### config.mk
export PLATFORM = sky130hd
export DESIGN_NAME = memory_access_sequencer
export DESIGN_NICKNAME = d
export VERILOG_FILES = /design/src/rtl/mem_pkg.sv /design/src/rtl/memory_access_sequencer.sv
export SDC_FILE = /design/constraint.sdc
export NUM_CORES = 1
export LEC_CHECK = 0
export CAP_MARGIN = 20
export CELL_PAD_IN_SITES_DETAIL_PLACEMENT = 0
export CELL_PAD_IN_SITES_GLOBAL_PLACEMENT = 1
export CORE_AREA = 4 4 135 137
export CTS_BUF_LIST = sky130_fd_sc_hd__clkbuf_2 sky130_fd_sc_hd__clkbuf_4 sky130_fd_sc_hd__clkbuf_8
export DETAILED_ROUTE_END_ITERATION = 6
export DIE_AREA = 0 0 139 141
export PLACE_DENSITY = 0.83
export SLEW_MARGIN = 0
export SYNTH_ARGS = -nofsm -noshare
export SYNTH_HDL_FRONTEND = slang
export SYNTH_SLANG_ARGS = --single-unit
### constraint.sdc
create_clock -name clk -period 4.6 [get_ports clk]
set_input_delay 1.15 -clock clk [delete_from_list [all_inputs] [get_ports clk]]
set_output_delay 1.15 -clock clk [all_outputs]
set_load 0.01 [all_outputs]
### src/rtl/mem_pkg.sv
// Shared definitions for the memory access sequencer.
//   F3_*              RISC-V funct3 size/sign codes for loads and stores
//   state_t           sequencer state encoding
//   size_from_funct3  byte count of a request (1, 2 or 4), or 0 if illegal
package mem_pkg;

  localparam logic [2:0] F3_B  = 3'b000;
  localparam logic [2:0] F3_H  = 3'b001;
  localparam logic [2:0] F3_W  = 3'b010;
  localparam logic [2:0] F3_BU = 3'b100;
  localparam logic [2:0] F3_HU = 3'b101;

  typedef enum logic [2:0] {
    ST_IDLE,
    ST_WRITE,
    ST_READ,
    ST_READ_LAST,
    ST_DONE
  } state_t;

  // Unsigned sizes only exist for loads, so they are illegal as stores.
  function automatic logic [2:0] size_from_funct3(input logic       is_write,
                                                  input logic [2:0] funct3);
    logic [2:0] n;
    n = 3'd0;
    case (funct3)
      F3_B:    n = 3'd1;
      F3_H:    n = 3'd2;
      F3_W:    n = 3'd4;
      F3_BU:   n = is_write ? 3'd0 : 3'd1;
      F3_HU:   n = is_write ? 3'd0 : 3'd2;
      default: n = 3'd0;
    endcase
    return n;
  endfunction

endpackage

### src/rtl/memory_access_sequencer.sv
// Memory access sequencer: turns one 32-bit load/store request into 1, 2 or 4
// little-endian single-byte accesses on a 2**ADDR_WIDTH x 8 memory, and
// assembles and sign/zero-extends load data.
//   clk, reset                      clock, asynchronous active-high reset
//   req_valid/req_ready             request handshake (ready only in IDLE)
//   req_write, req_funct3           store/load and size/sign code
//   req_addr, req_wdata             address of the low byte, store data
//   resp_valid                      one-cycle completion pulse
//   resp_rdata, resp_error          load result (0 for stores/errors), illegal funct3
//   mem_write_enable, mem_address,
//   mem_data_in, mem_data_out       byte memory port (read data registered, 1-cycle)
module memory_access_sequencer
  import mem_pkg::*;
#(
  parameter int ADDR_WIDTH = 10
) (
  input  logic                  clk,
  input  logic                  reset,
  input  logic                  req_valid,
  output logic                  req_ready,
  input  logic                  req_write,
  input  logic [2:0]            req_funct3,
  input  logic [ADDR_WIDTH-1:0] req_addr,
  input  logic [31:0]           req_wdata,
  output logic                  resp_valid,
  output logic [31:0]           resp_rdata,
  output logic                  resp_error,
  output logic                  mem_write_enable,
  output logic [ADDR_WIDTH-1:0] mem_address,
  output logic [7:0]            mem_data_in,
  input  logic [7:0]            mem_data_out
);

  state_t                state_q, state_d;
  logic [ADDR_WIDTH-1:0] addr_q;
  logic [31:0]           wdata_q;
  logic [2:0]            funct3_q;
  logic [1:0]            last_q;    // index of the final byte (n-1)
  logic [1:0]            idx_q;     // byte index k currently on the memory port
  logic                  err_q;
  logic [31:0]           asm_q;     // load assembly register

  logic [2:0]  req_size;
  logic        accept;
  logic [1:0]  idx_nxt;
  logic [31:0] asm_full;
  logic [31:0] load_result;

  assign req_size = size_from_funct3(req_write, req_funct3);
  assign accept   = req_valid && req_ready;
  assign idx_nxt  = idx_q + 2'd1;

  // ---------------------------------------------------------------------------
  // State register
  // ---------------------------------------------------------------------------
  always_ff @(posedge clk or posedge reset) begin
    if (reset) begin
      state_q <= ST_IDLE;
    end else begin
      // NOTE: sequential state uses non-blocking assignments so every register
      // samples pre-edge values regardless of statement order.
      state_q <= state_d;
    end
  end

  // ---------------------------------------------------------------------------
  // Next-state logic
  // ---------------------------------------------------------------------------
  always_comb begin
    // NOTE: default assignment first so no path leaves state_d unassigned,
    // which would otherwise infer a latch.
    state_d = state_q;
    case (state_q)
      ST_IDLE: begin
        if (accept) begin
          if (req_size == 3'd0) state_d = ST_DONE;
          else if (req_write)   state_d = ST_WRITE;
          else                  state_d = ST_READ;
        end
      end
      ST_WRITE:     if (idx_q == last_q) state_d = ST_DONE;
      ST_READ:      if (idx_q == last_q) state_d = ST_READ_LAST;
      ST_READ_LAST: state_d = ST_DONE;
      ST_DONE:      state_d = ST_IDLE;
      default:      state_d = ST_IDLE;
    endcase
  end

  // ---------------------------------------------------------------------------
  // State-decoded outputs
  // ---------------------------------------------------------------------------
  always_comb begin
    req_ready  = (state_q == ST_IDLE);
    resp_valid = (state_q == ST_DONE);
    resp_error = (state_q == ST_DONE) && err_q;
  end

  // ---------------------------------------------------------------------------
  // Load result: the final byte arrives on mem_data_out during READ_LAST, so
  // merge it combinationally and extend before registering into resp_rdata.
  // ---------------------------------------------------------------------------
  always_comb begin
    asm_full = asm_q;
    asm_full[{last_q, 3'b000} +: 8] = mem_data_out;
  end

  always_comb begin
    case (funct3_q)
      F3_B:    load_result = {{24{asm_full[7]}},  asm_full[7:0]};
      F3_H:    load_result = {{16{asm_full[15]}}, asm_full[15:0]};
      F3_BU:   load_result = {24'd0, asm_full[7:0]};
      F3_HU:   load_result = {16'd0, asm_full[15:0]};
      default: load_result = asm_full;
    endcase
  end

  // ---------------------------------------------------------------------------
  // Datapath and registered memory-port outputs. The memory port is driven
  // from registers so address/data are stable for the whole access cycle and
  // mem_address simply holds its last value while idle.
  // ---------------------------------------------------------------------------
  always_ff @(posedge clk or posedge reset) begin
    if (reset) begin
      addr_q           <= '0;
      wdata_q          <= '0;
      funct3_q         <= '0;
      last_q           <= '0;
      idx_q            <= '0;
      err_q            <= 1'b0;
      asm_q            <= '0;
      resp_rdata       <= '0;
      mem_write_enable <= 1'b0;
      mem_address      <= '0;
      mem_data_in      <= '0;
    end else begin
      case (state_q)
        ST_IDLE: begin
          if (accept) begin
            addr_q   <= req_addr;
            wdata_q  <= req_wdata;
            funct3_q <= req_funct3;
            last_q   <= 2'(req_size - 3'd1);
            idx_q    <= '0;
            asm_q    <= '0;
            err_q    <= (req_size == 3'd0);
            if (req_size == 3'd0) begin
              // Illegal request: leave the memory port untouched.
              resp_rdata <= '0;
            end else begin
              mem_address      <= req_addr;
              mem_write_enable <= req_write;
              if (req_write) mem_data_in <= req_wdata[7:0];
            end
          end
        end

        ST_WRITE: begin
          if (idx_q == last_q) begin
            mem_write_enable <= 1'b0;
            resp_rdata       <= '0;
          end else begin
            idx_q       <= idx_nxt;
            mem_address <= addr_q + ADDR_WIDTH'(idx_nxt);
            mem_data_in <= wdata_q[{idx_nxt, 3'b000} +: 8];
          end
        end

        ST_READ: begin
          // Data for byte k-1 is on mem_data_out while byte k is addressed.
          if (idx_q != 2'd0) asm_q[{idx_q - 2'd1, 3'b000} +: 8] <= mem_data_out;
          if (idx_q != last_q) begin
            idx_q       <= idx_nxt;
            mem_address <= addr_q + ADDR_WIDTH'(idx_nxt);
          end
        end

        ST_READ_LAST: resp_rdata <= load_result;

        default: ;
      endcase
    end
  end

endmodule

Word-level counts from Yosys, hierarchy flattened
Cells that the tools add are included.
- flip-flop bits (word level): 136
- input port bits: 57
- logic and storage cells: 101
- equal/unequal tests: 22
- shift operators: 5
- multiplexer cells: 37
- reductions and logical operators: 19
- add/subtract/negate cells: 6
- operators with widths (cell ; count):
    $mux 32 ; 5
    $pmux 32 s4 ; 1
    $pmux 32 s3 ; 1
    $bwmux 32 ; 2
    $pmux 32 s2 ; 1
    $shift 8x7->32 const A ; 2
    $shiftx 8x7->32 ; 2
    $mux 10 ; 4
    $mux 8 ; 4
    $shiftx 32x6->8 ; 1
    $pmux 10 s3 ; 1
    $pmux 8 s2 ; 1
    $eq 3x3->1 const B ; 5
    $pmux 3 s5 ; 1
    $neg 5->7 ; 2
    $logic_not 3->1 ; 4
    $mux 3 ; 4
    $ne 2x2->1 const B ; 6
    $pmux 3 s4 ; 1
    $reduce_and 4->1 ; 3
    $add 10x2->10 ; 1
    $mux 2 ; 5
    $reduce_and 5->1 ; 2
    $eq 3x1->1 const B ; 3
    other kinds (14) ; 27

Longest topological paths before layout
Gate-level depths: netlist of run 1.
- word-level depth: 6
- gate-level depth with buffers: 8

Worst setup path after synthesis of run 1
Ideal clock, no wire load.
- path kind: input-to-reg
- start point: in req_write
- end point: reg mem_address[3]
- arrival: 2533 ps
- slack: 1943 ps
- stages on the path: 7
- setup time: 125 ps
- path buffers: 1
- cell sequence: a21oi_1 -> nand2b_1 -> ha_1 -> a21boi_2 -> a22o_2 -> buf_6 -> mux2_2
- cells in the longest elaborated chain, start to end: 5
- RTL lines (item ; RTL line ; RTL):
    start: declaration ; memory_access_sequencer.sv:21 ; input logic req_write,
    $mux 1 / $mux 2 (equally long branches) ; mem_pkg.sv:30, mem_pkg.sv:31 ;
    $pmux 3 s5 * ; mem_pkg.sv:26 ; case (funct3)
    $logic_not 3->1 * ; memory_access_sequencer.sv:146 ; if (req_size == 3'd0) begin
    $ne 2x2->1 (no source line) * ; -- ;
    $reduce_and 5->1 (no source line) * ; -- ;
    end signal: assignment ; memory_access_sequencer.sv:150 ; mem_address <= req_addr;
    end signal: assignment ; memory_access_sequencer.sv:163 ; mem_address <= addr_q + ADDR_WIDTH'(idx_nxt);
    end signal: assignment ; memory_access_sequencer.sv:173 ; mem_address <= addr_q + ADDR_WIDTH'(idx_nxt);
    end: declaration ; memory_access_sequencer.sv:29 ; output logic [ADDR_WIDTH-1:0] mem_address,
Every way passes the cells marked *; elsewhere a longest branch is shown, timed or not.
A chain may end at the register's enable or synchronous reset.

Worst setup path after layout of run 1
- start point: reg state_q[2]
- end point: out req_ready
- cells in the longest elaborated chain, start to end: 1
- RTL lines (item ; RTL line ; RTL):
    start: declaration ; memory_access_sequencer.sv:34 ; state_t state_q, state_d;
    start signal: assignment ; memory_access_sequencer.sv:62 ; state_q <= state_d;
    $logic_not 3->1 ; memory_access_sequencer.sv:93 ; req_ready = (state_q == ST_IDLE);
    end: declaration ; memory_access_sequencer.sv:20 ; output logic req_ready,
No other way between the ends.

==> results of run 1 <==
-- state kept, by name, indices dropped and copies added, names as in the netlist --
| register | cells |
|---|---|
| mem_write_enable | 1 |
| mem_address | 10 |
| funct3_q | 3 |
| asm_q | 32 |
| addr_q | 10 |
| idx_q | 2 |
| mem_data_in | 8 |
| err_q | 1 |
| last_q | 2 |
| resp_rdata | 32 |
| wdata_q | 32 |
| state_q | 3 |
-- report_power, final --
part	switching (W)	internal [W]	leakage [nW]
Combinational	0.00108	0.00113	1.42
Sequential	0.000338	0.00158	1.74
Clock	0.000508	0.000549	0.214
-- stage by stage --
stage                     utilization, %  instances  instance area (µm²)  power [W]
after CTS                          48.39        924                 8253   0.005202
after detailed placement           45.91        892                 7830   0.004132
after global placement             45.91        892                 7830   0.004064
final                              48.62        927                 8293   0.005186
after floorplan                        -        584                 6559   0.003429
after global routing               48.62        927                 8293   0.005562
-- final cells by class --
type | instances | share of cell area (%)
multi-input cells | 388 | 34.75
flip-flops and latches | 136 | 41.04
clock buffers | 17 | 2.821
inverters | 27 | 1.267
repair buffers | 119 | 14.45
well taps | 225 | 3.395
clock inverters | 15 | 2.278
-- worst paths after layout --
check                           startpoint        endpoint
worst max-delay path            state_q[2]       req_ready
worst min-delay path             asm_q[21]       asm_q[21]
worst min register to register   asm_q[21]       asm_q[21]
worst max register to register    idx_q[0]  mem_address[9]
max in group asynchronous            reset      wdata_q[7]
min in group asynchronous            reset   resp_rdata[2]
-- worst max-delay path, cell delays in order (launching register included) --
cell	delay (ps)
dfrtp_1	560
nor3_1	510
clkdlybuf4s50_1	680
-- per-layer routing --
layer / up-vias / part of all wire, % / global-route usage [%]
li1: 2323 / - / -
met1: 2397 / 45 / 21.19
met2: 138 / 48 / 26.92
met3: 18 / 5.7 / 4.579
met4: 0 / 1.3 / 5.149
met5: - / 0 / 0
-- cell families after synthesis --
family	share of synthesized area, %
buffers and inverters	4.257
adders and majority gates	2.978
AOI/OAI and AO/OA	16.40
and+or+nand+nor	9.945
xor gates and xnor gates	1.470
muxes	13.04
DFF	51.92
-- Yosys cell counts, types with 10 or more instances --
| library cell | number |
|---|---|
| dfrtp_1 | 136 |
| nand2_1 | 67 |
| mux2_2 | 51 |
| a21oi_1 | 36 |
| o21ai_0 | 36 |
| o2bb2ai_1 | 32 |
| inv_1 | 27 |
| o31ai_1 | 25 |
| nor2_1 | 24 |
| buf_2 | 15 |
| ha_1 | 14 |
| nor2b_1 | 11 |
| clkbuf_1 | 10 |
| mux2i_1 | 10 |
-- layout by cell type (no fill, tap or decap), types with 3 or more instances in the layout --
master             n
nor3_1             4
o21ai_1            4
nor2_1            24
o2bb2ai_1         32
o21ai_2            3
a31oi_1            3
bufinv_16          3
xnor2_1            8
nor2b_1           11
a21oi_1           36
nand2_1           67
ha_1              14
nand3_1            6
o21ai_0           36
inv_6              6
buf_4              6
mux4_2             8
mux2_2            51
dfrtp_1          136
o31ai_1           25
clkdlybuf4s50_1  110
mux2i_1           10
inv_1             26
a221oi_1           8
xor2_1             3
clkbuf_8          17
and3_1             5
==> summary.txt, run 1 <==
Pwr
  – Leakage: 3.374 nW
  – Max VDD drop: 0.0002859 V
  – Pwr dens: 625.4 mW/mm²

CTS
  – Bufs on Longest Clock Path: 2
  – Worst-Skew Late Latency: ~450 ps
  – # Post-CTS Setup Buffers: 0
  – Clock net sink count: roughly 140
  – Post_cts resized: 0
  – Root buffer cell: clkbuf_8
  – CTS tree: done
  – CTS Buf Count: 17
  – H-Tree Depth: 4
  – Clk slew on worst S/H paths: about 80 ps
  – Hold buffers post-CTS: 0

GRT
  – Initial antenna violation count: 0
  – Number of global-route vias before repair: 5000
  – Largest net degree at the start of global routing: about 140
  – GRT Overall Usage: between 10% and 20%
  – First-pass GRT wire length: around 26000 µm
  – Global route overflow: 0

Setup path
  – Worst EP required: 3450 ps
  – Worst EP arrival: around 2200 ps
  – R2R depth: 8
  – Startpoint types: register
  – Worst-path maximum fanout: 13
  – CP Class: reg -> out
  – R2r setup slk: approximately 1300 ps
  – Crit. End Element: output port

Timing
  – Min Tclk post-route: approximately 3300 ps
  – Slew Limit Fails: 0
  – Slew headroom: 35.82%
  – Final hold violations: 0
  – Final TNS setup: 0 ps
  – Final setup violation count: 0
  – RSZ-0062 raised after global routing: no
  – Final Hold Slack: between 400 and 500 ps
  – Worst Clk Skew: around 9.4 ps
  – Fmax: approximately 0.3 GHz
  – Fin crit share: between 70% and 80%
  – Final worst slack: ~1300 ps
  – Tightest Pin Transition: 955.4 ps

Hold path
  – Hold depth: 2
  – HP Class: reg -> reg

Layout
  – Multi-input gate area: just under 0.003 mm²
  – Fill cells: 1553
  – Layout area overhead: 26.51%
  – Ant. Diodes: 0
  – Layout Nets: 761
  – Layout cells sized above 1: approximately 16%
  – FF/Latch Area: between 0.003 and 0.004 mm²

Synth
  – Post-synth EDFFs: 0
  – Mapped Cells: a little under 600
  – Mapped Area: 0.006555 mm²
  – Yosys top cell by area: dfrtp_1
  – Synth cell types: 51
  – Avg Synthesized Cell Area: between 10 and 15 µm²
  – Syn nets: approximately 660
  – Synth Register Bits: between 100 and 150
  – Ys Warns: 0
  – Ys flop type: dfrtp_1
  – Sequential area share after synthesis: between 50 and 60%
  – Area fraction of the dominant cell type after synthesis: slightly above 50%
  – Synth async-reset ratio: 100.0%
  – Synth top area cells: dfrtp_1, mux2_2, o2bb2ai_1

Placement
  – RePlAce Congestion: 0.8068
  – DP Wirelength: 11240 µm
  – # port buffers: 110
  – Post-place setup slack: 1172 ps

Floorplan
  – Die area: slightly below 0.02 mm²
  – Die Wd: roughly 140 µm
  – Die Height: roughly 140 µm
  – Starting Density: 38.43%
  – CORE AREA: about 0.017 mm²
  – Io pins: 111
  – Placement row count: between 40 and 50

Detailed routing
  – Routed Antenna Nets: 0
  – Drt total wl: approximately 16000 µm
  – 1st-iter DRT viols: approximately 240
  – 1st-pass router iterations: 4
  – Vias/cell: approximately 5.3
  – Post-DR wirelength/cell: between 15 and 20 µm
  – Remaining DRCs: 0
  – Vias: 4876

Run status
  – Run status: finished, final reports clean

Run
  – Max-cap violations: 0
No activity file was read; power rests on OpenSTA's default activity.
==> run 2, diff against run 1 <==
--- a/config.mk
+++ b/config.mk
@@ -8,11 +8,11 @@
 export CAP_MARGIN = 20
 export CELL_PAD_IN_SITES_DETAIL_PLACEMENT = 0
 export CELL_PAD_IN_SITES_GLOBAL_PLACEMENT = 1
-export CORE_AREA = 4 4 135 137
+export CORE_AREA = 4 4 128 130
 export CTS_BUF_LIST = sky130_fd_sc_hd__clkbuf_2 sky130_fd_sc_hd__clkbuf_4 sky130_fd_sc_hd__clkbuf_8
 export DETAILED_ROUTE_END_ITERATION = 6
-export DIE_AREA = 0 0 139 141
-export PLACE_DENSITY = 0.83
+export DIE_AREA = 0 0 132 134
+export PLACE_DENSITY = 0.87
 export SLEW_MARGIN = 0
 export SYNTH_ARGS = -nofsm -noshare
 export SYNTH_HDL_FRONTEND = slang
==> constraint.sdc (replaced) <==
create_clock -name clk -period 3.3 [get_ports clk]
set_input_delay 0.825 -clock clk [delete_from_list [all_inputs] [get_ports clk]]
set_output_delay 0.825 -clock clk [all_outputs]
set_load 0.01 [all_outputs]
==> run 2 against run 1 <==
Sequential share of layout area is 0.17 points higher. Setup slack lost 850 ps. Hold slack lost 9.3 ps. Largest cell class unchanged. Final area shrank 0.42%. Combinational power rose by 43%. Routed wire length grew 0.76%. Via count about the same. Clock power increased by 31%. Sequential power increased by 36%. Count of clock-buffer cells in the layout rose by 3.
==> summary.txt, run 2 (synthesized netlist as in run 1, its figures left out) <==
CTS
  – Clock net sink count: 136 (unchanged)
  – Hold buffers post-CTS: 0 (unchanged)
  – Clk slew on worst S/H paths: 70 ps (about the same)
  – Worst-Skew Late Latency: 440 ps (about the same)
  – Root buffer cell: clkbuf_8
  – Bufs on Longest Clock Path: 2 (unchanged)
  – CTS tree: done
  – H-Tree Depth: 4 (unchanged)
  – # Post-CTS Setup Buffers: 0 (unchanged)
  – CTS Buf Count: 17 (unchanged)
  – Post_cts resized: 0 (unchanged)

GRT
  – Initial antenna violation count: 0 (unchanged)
  – Largest net degree at the start of global routing: 137 (unchanged)
  – Global route overflow: 0 (unchanged)
  – First-pass GRT wire length: 26860 µm (+4.0%)
  – GRT Overall Usage: 18.91% (+2.5 points)
  – Number of global-route vias before repair: 5204 (+4.1%)

Placement
  – RePlAce Congestion: 0.8089 (+0.26%)
  – # port buffers: 110 (unchanged)
  – Post-place setup slack: 202.8 ps (-969.1 ps)
  – DP Wirelength: 11280 µm (+0.33%)

Pwr
  – Clk pwr share: 19.4% (-1.0 points)
  – Max VDD drop: 0.0004368 V (+53%)
  – Net Sw Power: 0.002647 W (+37%)
  – Pint: 0.004510 W (+38%)
  – Net Sw Frac: 36.99% (-0.16 points)
  – Sequential power share: 36.5% (-0.6 points)
  – Leakage: 3.380 nW (+0.19%)
  – Pwr dens: 866.6 mW/mm² (+39%)
  – Combinational power share: 44.1% (+1.5 points)

Timing
  – Min Tclk post-route: 2904 ps
  – RSZ-0062 raised after global routing: no
  – Final setup violation count: 0 (unchanged)
  – Tightest Pin Transition: 918.5 ps (-36.92 ps)
  – Fin crit share: a little under 90%
  – Worst Clk Skew: 9.945 ps (+0.5904 ps)
  – Slew Limit Fails: 0 (unchanged)
  – Final TNS setup: 0 ps (unchanged)
  – Final Hold Slack: 471.5 ps (-9.284 ps)
  – Final hold violations: 0 (unchanged)
  – Fmax: about 0.34 GHz
  – Final worst slack: 396.0 ps (-854.2 ps)
  – Slew headroom: 38.30% (+2.5 points)

Run
  – Max-cap violations: 0 (unchanged)

Layout
  – Layout cells sized above 1: 16.55% (+0.59 points)
  – Ant. Diodes: 0 (unchanged)
  – Fill cells: 1323 (-15%)
  – Layout area overhead: 25.98%
  – Most common cell after layout, fill and taps aside: dfrtp_1
  – Layout Nets: 766 (+0.66%)
  – Final core utilization: 54.52% (+5.9 points)
  – Top Registers: asm_q x32, resp_rdata x32, wdata_q x32
  – Commonest non-fill, non-tap cells in the layout: dfrtp_1, clkdlybuf4s50_1, nand2_1, mux2_2

Floorplan
  – Placement row count: 45 (-6.3%)
  – Starting Density: 43.28% (+4.8 points)
  – Die Height: 134 µm (-5.0%)
  – Die area: 0.01769 mm² (-9.8%)
  – CORE AREA: 0.01515 mm² (-11%)
  – Die Wd: 132 µm (-5.0%)
  – Io pins: 111 (unchanged)

Detailed routing
  – Post-DR wirelength/cell: 17.61 µm (+4.4%)
  – Routed Antenna Nets: 0 (unchanged)
  – Drt total wl: 15760 µm (+0.76%)
  – Vias/cell: 5.444 (+3.5%)
  – Remaining DRCs: 0 (unchanged)
  – 1st-pass router iterations: 4 (unchanged)
  – 1st-iter DRT viols: 316 (+31%)
  – Vias: 4872 (-0.082%)

Setup path
  – Worst-path maximum fanout: 13 (unchanged)
  – Worst EP arrival: 2080 ps (-120 ps)
  – Startpoint types: register
  – CP Class: reg -> out
  – Worst EP required: 2470 ps (-980 ps)
  – Crit. End Element: output port

Run status
  – Run status: finished, final reports clean

Hold path
  – HP Class: reg -> reg
[run 2: cell types whose count changed in the layout (fill, tap and decap cells not counted)]
cell,change
clkbuf_8,+1
clkinvlp_4,+1
inv_8,-1
buf_12,+1
clkbuf_2,+1
inv_6,-1
clkinv_2,-1
clkbuf_4,+2
buf_16,-1
buf_2,-1
bufinv_16,-1
buf_4,+5
[run 2: per-stage QoR]
| stage | std cells | area, µm² | power (W) |
|---|---|---|---|
| after floorplan | 584 | 6559 | 0.004779 |
| after global placement | 861 | 7841 | 0.005724 |
| after detailed placement | 861 | 7841 | 0.005826 |
| after CTS | 893 | 8245 | 0.007245 |
| after global routing | 895 | 8258 | 0.007707 |
| final | 895 | 8258 | 0.007157 |
[run 2: area by class of cell]
cell class                 count  area [µm²]  share of cell area (%)
clock inverter                12       141.4                   1.712
clock buffer                  20       262.8                   3.182
tap                          188       235.2                   2.848
timing repair buffer         124        1229                   14.88
sequential                   136        3403                   41.21
inverter                      27       105.1                   1.273
multi-input combinational    388        2882                   34.89
[run 2: worst paths after layout]
kind	startpoint	end	slack [ps]	depth (start not counted)
max	state_q[1]	req_ready	400	2
min	asm_q[6]	asm_q[6]	470	2
max reg2reg	idx_q[1]	mem_address[9]	780	8
min reg2reg	asm_q[6]	asm_q[6]	470	2
max in group asynchronous	reset	mem_data_in[0]	1740	3
min in group asynchronous	reset	resp_rdata[14]	900	3
[run 2: power by group through the flow]
stage / Combinational, W / Clock (W) / Sequential (W)
2_1_floorplan: 0.00218 / 0 / 0.00260
3_3_place_gp: 0.00311 / 0 / 0.00262
3_5_place_dp: 0.00319 / 0 / 0.00264
4_1_cts: 0.00320 / 0.00143 / 0.00262
5_1_grt: 0.00350 / 0.00151 / 0.00270
6_report: 0.00316 / 0.00139 / 0.00261
[run 2: worst max-delay path, stage by stage, from the launching register on]
cell and delay (ps):
dfrtp_1 540, nor3_1 450, clkdlybuf4s50_1 660
[run 2: per-layer routing]
layer  GRT usage [%]  vias up  share of wire (%)
met1           24.19     2394                 42
li1                -     2317                  -
met4           6.068        0                1.8
met3           6.414       20                7.3
met5               0        -                  0
met2           30.47      141                 48
==> run 3, diff against run 2 <==
--- a/config.mk
+++ b/config.mk
@@ -8,12 +8,11 @@
 export CAP_MARGIN = 20
 export CELL_PAD_IN_SITES_DETAIL_PLACEMENT = 0
 export CELL_PAD_IN_SITES_GLOBAL_PLACEMENT = 1
-export CORE_AREA = 4 4 128 130
+export CORE_AREA = 4 4 153 155
 export CTS_BUF_LIST = sky130_fd_sc_hd__clkbuf_2 sky130_fd_sc_hd__clkbuf_4 sky130_fd_sc_hd__clkbuf_8
 export DETAILED_ROUTE_END_ITERATION = 6
-export DIE_AREA = 0 0 132 134
-export PLACE_DENSITY = 0.87
-export SLEW_MARGIN = 0
+export DIE_AREA = 0 0 157 159
+export PLACE_DENSITY = 0.66
 export SYNTH_ARGS = -nofsm -noshare
 export SYNTH_HDL_FRONTEND = slang
 export SYNTH_SLANG_ARGS = --single-unit
==> run 3 against run 2 <==
Critical path type unchanged. Sequential power about the same. Largest power group unchanged. Critical path depth unchanged. Power increased by 0.93%. Largest cell class unchanged. Utilization decreased by 16 points. Highest routed layer unchanged. Combinational power increased by 2%.
==> summary.txt, run 3 (synthesized netlist as in run 1, its figures left out) <==
Setup path
  – CP delay by family, top: buffers and inverters
  – R2r setup slk: 740 ps (-40 ps)
  – CP Class: reg -> out
  – Critical path's largest stage delay: 700 ps (+40 ps)
  – Worst-path cell chain: nor3_1 -> clkdlybuf4s50_1
  – Worst EP arrival: 2230 ps (+150 ps)
  – CP bufs+invs: 1 (unchanged)
  – Crit. End Element: output port
  – R2R depth: 8 (unchanged)
  – CP max-delay cell: clkdlybuf4s50_1
  – Worst EP required: 2470 ps (about the same)
  – Startpoint types: register
  – Worst-path maximum fanout: 13 (unchanged)
  – Worst R2R Start: idx_q[1]
  – Reg-to-reg endpoint: mem_address[9]

CTS
  – Clock net sink count: 136 (unchanged)
  – H-Tree Depth: 4 (unchanged)
  – CTS Buf Count: 17 (unchanged)
  – CTS tree: done
  – Bufs on Longest Clock Path: 2 (unchanged)
  – Hold buffers post-CTS: 0 (unchanged)
  – Clk slew on worst S/H paths: 80 ps (about the same)
  – Post_cts resized: 0 (unchanged)
  – # Post-CTS Setup Buffers: 0 (unchanged)
  – Root buffer cell: clkbuf_8
  – Worst-Skew Late Latency: 430 ps (about the same)

Timing
  – RSZ-0062 raised after global routing: no
  – Final TNS setup: 0 ps (unchanged)
  – Worst Clk Skew: 9.922 ps (-0.02378 ps)
  – Slew headroom: 33.19% (-5.1 points)
  – Tightest Pin Transition: 995.5 ps (+77.03 ps)
  – Final setup violation count: 0 (unchanged)
  – Fmax: 0.3278 GHz (-4.8%)
  – Min Tclk post-route: 3050 ps (+146.3 ps)
  – Slew Limit Fails: 0 (unchanged)
  – Final hold violations: 0 (unchanged)
  – Final worst slack: 249.7 ps (-146.3 ps)
  – Final Hold Slack: 477.0 ps (+5.487 ps)
  – Fin crit share: 92.43% (+4.4 points)

Pwr
  – Power Total: 0.007223 W (+0.93%)
  – Leakage: 3.401 nW (+0.63%)
  – Pwr dens: 860.1 mW/mm² (-0.75%)
  – Max VDD drop: 0.0004017 V (-8.0%)

Floorplan
  – Placement row count: 54 (+20%)
  – Io pins: 111 (unchanged)
  – Starting Density: 30.04% (-13 points)
  – Die Wd: 157 µm (+19%)
  – CORE AREA: 0.02182 mm² (+44%)
  – Die area: 0.02496 mm² (+41%)
  – Die Height: 159 µm (+19%)

GRT
  – First-pass GRT wire length: 28040 µm (+4.4%)
  – Largest net degree at the start of global routing: 77 (-44%)
  – Number of global-route vias before repair: 5185 (-0.37%)
  – Global route overflow: 0 (unchanged)
  – GRT Overall Usage: 14.08% (-4.8 points)
  – Initial antenna violation count: 0 (unchanged)

Layout
  – Ant. Diodes: 0 (unchanged)
  – Layout area overhead: 28.12%
  – Final core utilization: 38.48% (-16 points)
  – Layout Nets: 771 (+0.65%)
  – Most common cell after layout, fill and taps aside: dfrtp_1
  – Layout cells sized above 1: 17.13% (+0.59 points)
  – Commonest non-fill, non-tap cells in the layout: dfrtp_1, clkdlybuf4s50_1, nand2_1, mux2_2
  – Fill cells: 2138 (+62%)
  – Top Registers: asm_q x32, resp_rdata x32, wdata_q x32

Detailed routing
  – Vias/cell: 4.821 (-11%)
  – Remaining DRCs: 0 (unchanged)
  – Routed Antenna Nets: 0 (unchanged)
  – Vias: 4782 (-1.8%)
  – Post-DR wirelength/cell: 17.20 µm (-2.3%)
  – Drt total wl: 17060 µm (+8.3%)
  – 1st-iter DRT viols: 192 (-39%)
  – 1st-pass router iterations: 4 (unchanged)

Run
  – Max-cap violations: 0 (unchanged)

Placement
  – RePlAce Congestion: 0.7816 (-3.4%)
  – DP Wirelength: 12280 µm (+8.9%)
  – # port buffers: 110 (unchanged)
  – Post-place setup slack: 302.9 ps (+100.2 ps)

Hold path
  – Hold endpoint: asm_q[20]
  – Hold_sp: asm_q[20]
  – Hold depth: 2 (unchanged)
  – HP Class: reg -> reg

Run status
  – Run status: finished, final reports clean
==> run 3: cell types whose count changed in the layout (fill, tap and decap cells not counted) <==
cell / change
buf_4: +6
clkinv_2: +4
inv_6: -4
clkbuf_2: -1
==> run 3: routing by layer <==
layer / part of all wire [%] / up-vias / global-route usage (%)
met3: 5.9 / 9 / 4.050
met2: 48 / 118 / 23.32
li1: - / 2331 / -
met4: 0.71 / 0 / 2.919
met5: 0 / - / 0
met1: 46 / 2324 / 18.41
==> run 3: area by class of cell <==
class                   instances  area, µm²  share of cell area (%)
clock buffers                  20      262.8                   3.129
clock inverters                12      126.4                   1.505
inverters                      27      105.1                   1.251
multi-input cells             388       2882                   34.31
flip-flops and latches        136       3403                   40.52
well taps                     280      350.3                   4.172
repair buffers                129       1269                   15.11
==> run 3: worst max-delay path by stage <==
| stage | startpoint | end | slack (ps) | cells past startpoint |
|---|---|---|---|---|
| 2_1_floorplan | reset | addr_q[0] | 780 | 1 |
| 6_report | state_q[1] | req_ready | 250 | 2 |
| 3_5_place_dp | req_write | mem_data_in[1] | 300 | 8 |
| 5_1_grt | state_q[1] | req_ready | 160 | 2 |
| 3_3_place_gp | req_write | mem_data_in[7] | 410 | 8 |
| 4_1_cts | state_q[1] | req_ready | 260 | 2 |
==> run 3: through the flow <==
stage	instance area (µm²)	instances
finish	8398	992
global route	8398	992
floorplan	6559	584
global placement	8009	960
CTS	8398	992
detailed placement	8009	960
==> run 3: report_power, final <==
group	leakage [nW]	internal (W)	switching [W]
clock network	0.199	0.000706	0.000670
registers	1.74	0.00221	0.000403
logic	1.46	0.00159	0.00164
total	3.40	0.00451	0.00272
==> run 3: worst reg2reg max path: stages, from the launching register on <==
cell	delay, ps
dfrtp_1	430
inv_1	120
ha_1	410
ha_1	340
a21oi_1	130
nor4bb_1	490
xnor2_1	180
a21oi_1	80
mux2_2	270
